===== src/rtl/pipe_mode_ctrl_if.sv =====
// Handshake bundle between the pipeline mode controller and the core:
// load/branch/memory-wait requests in, hold/flush controls and status out.
interface pipe_mode_ctrl_if #(
    parameter int unsigned NUM_WAIT = 2
);
    localparam int unsigned CAUSE_W = (NUM_WAIT > 1) ? $clog2(NUM_WAIT) : 1;

    logic                instrWriteDone;
    logic                branchJump;
    logic [NUM_WAIT-1:0] memWait;
    logic                MASTER_HOLD;
    logic                FLUSH_HOLD;
    logic [2:0]          mode;
    logic                fault;
    logic [CAUSE_W-1:0]  waitCause;

    modport master (
        output instrWriteDone,
        output branchJump,
        output memWait,
        input  MASTER_HOLD,
        input  FLUSH_HOLD,
        input  mode,
        input  fault,
        input  waitCause
    );

    modport slave (
        input  instrWriteDone,
        input  branchJump,
        input  memWait,
        output MASTER_HOLD,
        output FLUSH_HOLD,
        output mode,
        output fault,
        output waitCause
    );
endinterface


===== src/rtl/pipe_mode_ctrl.sv =====
// Pipeline mode controller: sequences LOAD/RUN/FLUSH/MEMWAIT/FAULT and drives the
// global hold and flush-hold signals. Moore outputs decoded from registered state.
module pipe_mode_ctrl #(
    parameter int unsigned FLUSH_CYCLES = 4,
    parameter int unsigned NUM_WAIT     = 2,
    parameter int unsigned WAIT_TIMEOUT = 1024
) (
    input logic             clk,
    input logic             rst,
    pipe_mode_ctrl_if.slave bus
);
    localparam int unsigned CAUSE_W = (NUM_WAIT > 1) ? $clog2(NUM_WAIT) : 1;
    localparam int unsigned FC_W    = $clog2(FLUSH_CYCLES + 1);
    localparam int unsigned WC_W    = (WAIT_TIMEOUT > 0) ? $clog2(WAIT_TIMEOUT + 1) : 1;

    localparam logic [2:0] ST_LOAD    = 3'd0;
    localparam logic [2:0] ST_RUN     = 3'd1;
    localparam logic [2:0] ST_FLUSH   = 3'd2;
    localparam logic [2:0] ST_MEMWAIT = 3'd3;
    localparam logic [2:0] ST_FAULT   = 3'd4;

    logic [2:0]         r_state, w_state;
    logic [FC_W-1:0]    r_flush_ctr, w_flush_ctr;
    logic [WC_W-1:0]    r_wait_ctr, w_wait_ctr;
    logic               r_branch_pending, w_branch_pending;
    logic [CAUSE_W-1:0] r_wait_cause, w_wait_cause;
    logic [CAUSE_W-1:0] w_lowest;
    logic               w_any_wait;
    logic               w_timeout;

    assign w_any_wait = |bus.memWait;
    assign w_timeout  = (WAIT_TIMEOUT != 0) && (r_wait_ctr == WC_W'(WAIT_TIMEOUT - 1));

    // Scan downwards so the lowest set index wins.
    always_comb begin
        w_lowest = '0;
        for (int i = NUM_WAIT - 1; i >= 0; i--) begin
            if (bus.memWait[i]) w_lowest = CAUSE_W'(i);
        end
    end

    always_comb begin
        w_state          = r_state;
        w_flush_ctr      = r_flush_ctr;
        w_wait_ctr       = r_wait_ctr;
        w_branch_pending = r_branch_pending;
        w_wait_cause     = r_wait_cause;
        case (r_state)
            ST_LOAD: begin
                if (bus.instrWriteDone) w_state = ST_RUN;
            end
            ST_RUN: begin
                if (w_any_wait) begin
                    w_state          = ST_MEMWAIT;
                    w_wait_ctr       = '0;
                    w_wait_cause     = w_lowest;
                    w_branch_pending = bus.branchJump;
                end else if (bus.branchJump) begin
                    w_state     = ST_FLUSH;
                    w_flush_ctr = FC_W'(FLUSH_CYCLES - 1);
                end
            end
            ST_MEMWAIT: begin
                w_branch_pending = r_branch_pending | bus.branchJump;
                if (w_any_wait && w_timeout) begin
                    w_state = ST_FAULT;
                end else if (w_any_wait) begin
                    if (r_wait_ctr != '1) w_wait_ctr = r_wait_ctr + 1'b1;
                end else if (r_branch_pending || bus.branchJump) begin
                    w_state          = ST_FLUSH;
                    w_flush_ctr      = FC_W'(FLUSH_CYCLES - 1);
                    w_branch_pending = 1'b0;
                end else begin
                    w_state = ST_RUN;
                end
            end
            ST_FLUSH: begin
                if (r_flush_ctr == '0) w_state = ST_RUN;
                else w_flush_ctr = r_flush_ctr - 1'b1;
            end
            default: ;  // FAULT is terminal until reset
        endcase
    end

    always_ff @(posedge clk) begin
        if (rst) begin
            r_state          <= ST_LOAD;
            r_flush_ctr      <= '0;
            r_wait_ctr       <= '0;
            r_branch_pending <= 1'b0;
            r_wait_cause     <= '0;
        end else begin
            r_state          <= w_state;
            r_flush_ctr      <= w_flush_ctr;
            r_wait_ctr       <= w_wait_ctr;
            r_branch_pending <= w_branch_pending;
            r_wait_cause     <= w_wait_cause;
        end
    end

    assign bus.MASTER_HOLD = (r_state == ST_LOAD) || (r_state == ST_MEMWAIT) ||
                             (r_state == ST_FAULT);
    assign bus.FLUSH_HOLD  = (r_state == ST_FLUSH);
    assign bus.fault       = (r_state == ST_FAULT);
    assign bus.mode        = r_state;
    assign bus.waitCause   = r_wait_cause;
endmodule


===== src/flat_wrapper.sv =====
// flat-port wrapper written by rule: the top's interface ports become plain ports
module pipe_mode_ctrl_flat 
#(
    parameter int unsigned FLUSH_CYCLES = 4,
    parameter int unsigned NUM_WAIT     = 2,
    parameter int unsigned WAIT_TIMEOUT = 1024
)
  (clk, rst, bus_instrWriteDone, bus_branchJump, bus_memWait, bus_MASTER_HOLD, bus_FLUSH_HOLD, bus_mode, bus_fault, bus_waitCause);
  pipe_mode_ctrl_if #(.NUM_WAIT(NUM_WAIT)) bus_i ();
  input logic clk;
  input logic rst;
  input wire logic [$bits(bus_i.instrWriteDone)-1:0] bus_instrWriteDone;
  input wire logic [$bits(bus_i.branchJump)-1:0] bus_branchJump;
  input wire logic [$bits(bus_i.memWait)-1:0] bus_memWait;
  output wire logic [$bits(bus_i.MASTER_HOLD)-1:0] bus_MASTER_HOLD;
  output wire logic [$bits(bus_i.FLUSH_HOLD)-1:0] bus_FLUSH_HOLD;
  output wire logic [$bits(bus_i.mode)-1:0] bus_mode;
  output wire logic [$bits(bus_i.fault)-1:0] bus_fault;
  output wire logic [$bits(bus_i.waitCause)-1:0] bus_waitCause;
  assign bus_i.instrWriteDone = bus_instrWriteDone;
  assign bus_i.branchJump = bus_branchJump;
  assign bus_i.memWait = bus_memWait;
  assign bus_MASTER_HOLD = bus_i.MASTER_HOLD;
  assign bus_FLUSH_HOLD = bus_i.FLUSH_HOLD;
  assign bus_mode = bus_i.mode;
  assign bus_fault = bus_i.fault;
  assign bus_waitCause = bus_i.waitCause;
  pipe_mode_ctrl #(.FLUSH_CYCLES(FLUSH_CYCLES), .NUM_WAIT(NUM_WAIT), .WAIT_TIMEOUT(WAIT_TIMEOUT)) u_core (.clk(clk), .rst(rst), .bus(bus_i));
endmodule

===== config.mk =====
export PLATFORM = sky130hd
export DESIGN_NAME = pipe_mode_ctrl_flat
export DESIGN_NICKNAME = d
export VERILOG_FILES = /design/src/rtl/pipe_mode_ctrl_if.sv /design/src/rtl/pipe_mode_ctrl.sv /design/src/flat_wrapper.sv
export SDC_FILE = /design/constraint.sdc
export NUM_CORES = 1
export LEC_CHECK = 0
export ABC_AREA = 1
export BUFFER_PORTS_ARGS = -buffer_cell sky130_fd_sc_hd__buf_4
export CORE_ASPECT_RATIO = 0.6
export CORE_MARGIN = 2
export CORE_UTILIZATION = 30
export CTS_CLUSTER_SIZE = 10
export DETAILED_ROUTE_END_ITERATION = 6
export PLACE_DENSITY = 0.44
export SLEW_MARGIN = 20
export SYNTH_ARGS = -nofsm -noshare
export SYNTH_HDL_FRONTEND = slang
export SYNTH_SLANG_ARGS = --single-unit

===== constraint.sdc =====
create_clock -name clk -period 2.1 [get_ports clk]
set_clock_uncertainty 0.05 [all_clocks]
set_input_delay 0.315 -clock clk [delete_from_list [all_inputs] [get_ports clk]]
set_output_delay 0.315 -clock clk [all_outputs]
set_load 0.05 [all_outputs]

==> results.sh <==
export IMPL_outcome="completed"
export IMPL_synth_commonest_cells="nand2_1, nor2_1, inv_1, dfxtp_1, a21oi_1"
export IMPL_core_area_um2=3760
export IMPL_post_route_cells_drive_above_1_share=0.139
export IMPL_place_gp_congestion=0.795
export IMPL_final_hold_viol_count=0
export IMPL_path_class="flop to flop"
export IMPL_power_density_nw_per_um2=1050
export IMPL_syn_avg_cell_area_um2=6.21
export IMPL_timing_rr_start="u_core.bus.mode[0]"
export IMPL_netlist_area_um2=1200
export IMPL_die_area_um2=4560
export IMPL_p_int_mw=0.780
export IMPL_cp_start_kind="flop"
export IMPL_synth_simple_area_share=0.410
export IMPL_fp_dieH_um=53.1
export IMPL_synth_compound_area_share=0.130
export IMPL_num_vias=1195
export IMPL_grt_pass1_vias=1080
export IMPL_cts_made_buffers=3
export IMPL_dp_slack_ps=256
export IMPL_ys_seq_elements=19
export IMPL_cts_tree="yes"
export IMPL_grt_max_degree=15
export IMPL_relSlewSlack=0.760
export IMPL_slew_violations=0
export IMPL_endpoint_kind="flop"
export IMPL_initial_utilization=0.320
export IMPL_hold_class="primary input to flop"
export IMPL_grt_overflow=0
export IMPL_grt_pass1_wl_um=5290
export IMPL_initialDrtViolationCount=64
export IMPL_whs_ps=181
export IMPL_drt_wl_total_um=3070
export IMPL_synth_edff_count=0
export IMPL_fin_cells=256
export IMPL_io_pins=13
export IMPL_crit_required_ps=2200
export IMPL_crit_arrival_ps=1900
export IMPL_antennaDiodeCount=0
export IMPL_drt_pre_antenna_iters=4
export IMPL_power_switching_mw=0.686
export IMPL_drc=0
export IMPL_clk_path_buf_depth=2
export IMPL_pwr_share_comb=0.494
export IMPL_fmax_mhz=554
export IMPL_area_growth_pct=16.3
export IMPL_setup_worst_path_start="u_core.bus.mode[0]"
export IMPL_rows=17
export IMPL_drtAntennaViolNets=0
export IMPL_seq_power_share=0.326
export IMPL_place_inst=252
export IMPL_wire_per_inst_um=12.0
export IMPL_async_reset_ff_frac=0
export IMPL_clock_sinks=19
export IMPL_power_leakage_nw=0.565
export IMPL_grt_usage=0.156
export IMPL_path_clk_slew_ps=80
export IMPL_synth_xor_area_frac=0.0218
export IMPL_fin_crit_ps=1800
export IMPL_crit_fanout=14
export IMPL_synth_cell_types=30
export IMPL_tightestPinTransition_ps=359
export IMPL_synth_adder_area_share=0.0312
export IMPL_synth_most_common_cell="nand2_1"
export IMPL_fin_crit_sh=0.859
export IMPL_synth_area_leader_cell="dfxtp_1"
export IMPL_vias_per_cell=4.67
export IMPL_p_sw_frac=0.468
export IMPL_setup_violations=0
export IMPL_power_share_clock=0.180
export IMPL_synth_fp_nets=203
export IMPL_clkLatencyLatePin_ps=260
export IMPL_ir_drop_uv=492
export IMPL_muxShareOfSynthArea=0
export IMPL_syn_inst=194
export IMPL_worstSetupEndpoint="u_core.r_wait_ctr[6]"
export IMPL_final_util=0.372
export IMPL_antenna_found_initial=0
export IMPL_finalWorstSetupSlack_ps=295
export IMPL_htreeDepth=1
export IMPL_netlist_top_cells_area="dfxtp_1, nand2_1, nor2_1, inv_1, a21oi_1"
export IMPL_port_buffers=12
export IMPL_grt_setup_unrepaired="false"
export IMPL_cts_hold_buf=0
export IMPL_r2r_end="u_core.r_wait_ctr[6]"
export IMPL_synth_top_family_by_area="simple AND/OR/NAND/NOR gates"
export IMPL_reg2reg_slack_ps=300
export IMPL_maxCapViolCount=0
export IMPL_yosysWarnings=0
export IMPL_final_nets=219
export IMPL_cts_repair_resized=0
export IMPL_dpl_hpwl_um=2430
export IMPL_synth_seq_area_share=0.316
export IMPL_yosysTopAreaCellShare=0.316
export IMPL_synth_main_ff_cell="dfxtp_1"
export IMPL_clock_root_buffer="clkbuf_8"
export IMPL_die_w_um=85.8
export IMPL_postCtsSetupRepairBufs=0
export IMPL_final_setup_tns_ps=0
export IMPL_r2r_cells=7
## state kept, by name, indices dropped and copies added (netlist names)
signal	count
u_core.bus.waitCause	1
u_core.r_branch_pending	1
u_core.bus.mode	3
u_core.r_flush_ctr	3
u_core.r_wait_ctr	11
## stage by stage
step | total power, mW | area [um^2]
4_1_cts | 1.48 | 1400
2_1_floorplan | 1.03 | 1210
5_1_grt | 1.60 | 1400
3_5_place_dp | 1.21 | 1360
3_3_place_gp | 1.21 | 1360
6_report | 1.47 | 1400
## kinds of logic (layout without fill, tap and decap cells)
kind of cell             after synthesis  count (layout)
AO/OA/AOI/OAI                         27              27
XOR/XNOR                               3               3
buffers and inverters                 27              42
AND/OR/NAND/NOR                      115             115
adder cells (fa/ha/maj)                3               3
flip-flops                            19              19
## cell type report
class                   count  area (um^2)
inverters                  24         90.1
repair buffers             14          105
flip-flops and latches     19          380
fillers                   401         2360
clock buffers               3         41.3
well taps                  47         58.8
multi-input cells         148          721
clock inverters             1         5.00
## cells in the final DEF (no fill, tap or decap), drive strengths merged, types with 2 or more instances in the layout
| cell type | synthesis | layout |
|---|---|---|
| clkbuf | 1 | 3 |
| nor2 | 40 | 40 |
| xor2 | 3 | 3 |
| ha | 3 | 3 |
| nand4 | 4 | 4 |
| nand3 | 10 | 10 |
| a21oi | 12 | 12 |
| buf | 2 | 14 |
| inv | 23 | 23 |
| dfxtp | 19 | 19 |
| o21ai | 10 | 10 |
| nor3 | 3 | 3 |
| nand2 | 56 | 56 |
| clkinv | 1 | 2 |
## worst max-delay path, stage by stage, from the launching register on
cell and delay, ps:
dfxtp_1 500, nand2_2 140, nor2_2 210, o21ai_2 110, nor2_4 300, clkinv_1 220
nand2_1 100, a21oi_1 60
## per-layer routing
layer,wire length (um),up-vias,global-route usage
li1,-,651,-
met1,1830,523,0.240
met2,1100,19,0.214
met3,134,2,0.0421
met4,7,0,0.0238
met5,0,-,0
## power by group through the flow
stage	logic, mW	registers (mW)	clock network [mW]
after floorplan	0.483	0.548	0
after detailed placement	0.724	0.486	0
after global placement	0.722	0.484	0
final	0.724	0.478	0.265
after global routing	0.824	0.489	0.291
after CTS	0.730	0.477	0.274
## worst min-delay path by stage
stage	cells past startpoint	slack [ps]	startpoint	endpoint
floorplan	1	360	bus_memWait[0]	u_core.bus.waitCause
global placement	2	410	u_core.r_flush_ctr[1]	u_core.r_flush_ctr[1]
detailed placement	2	440	u_core.r_flush_ctr[1]	u_core.r_flush_ctr[1]
CTS	2	180	bus_memWait[0]	u_core.bus.waitCause
global route	2	190	bus_memWait[0]	u_core.bus.waitCause
finish	2	180	bus_memWait[0]	u_core.bus.waitCause
No activity file was read; power rests on OpenSTA's default activity.
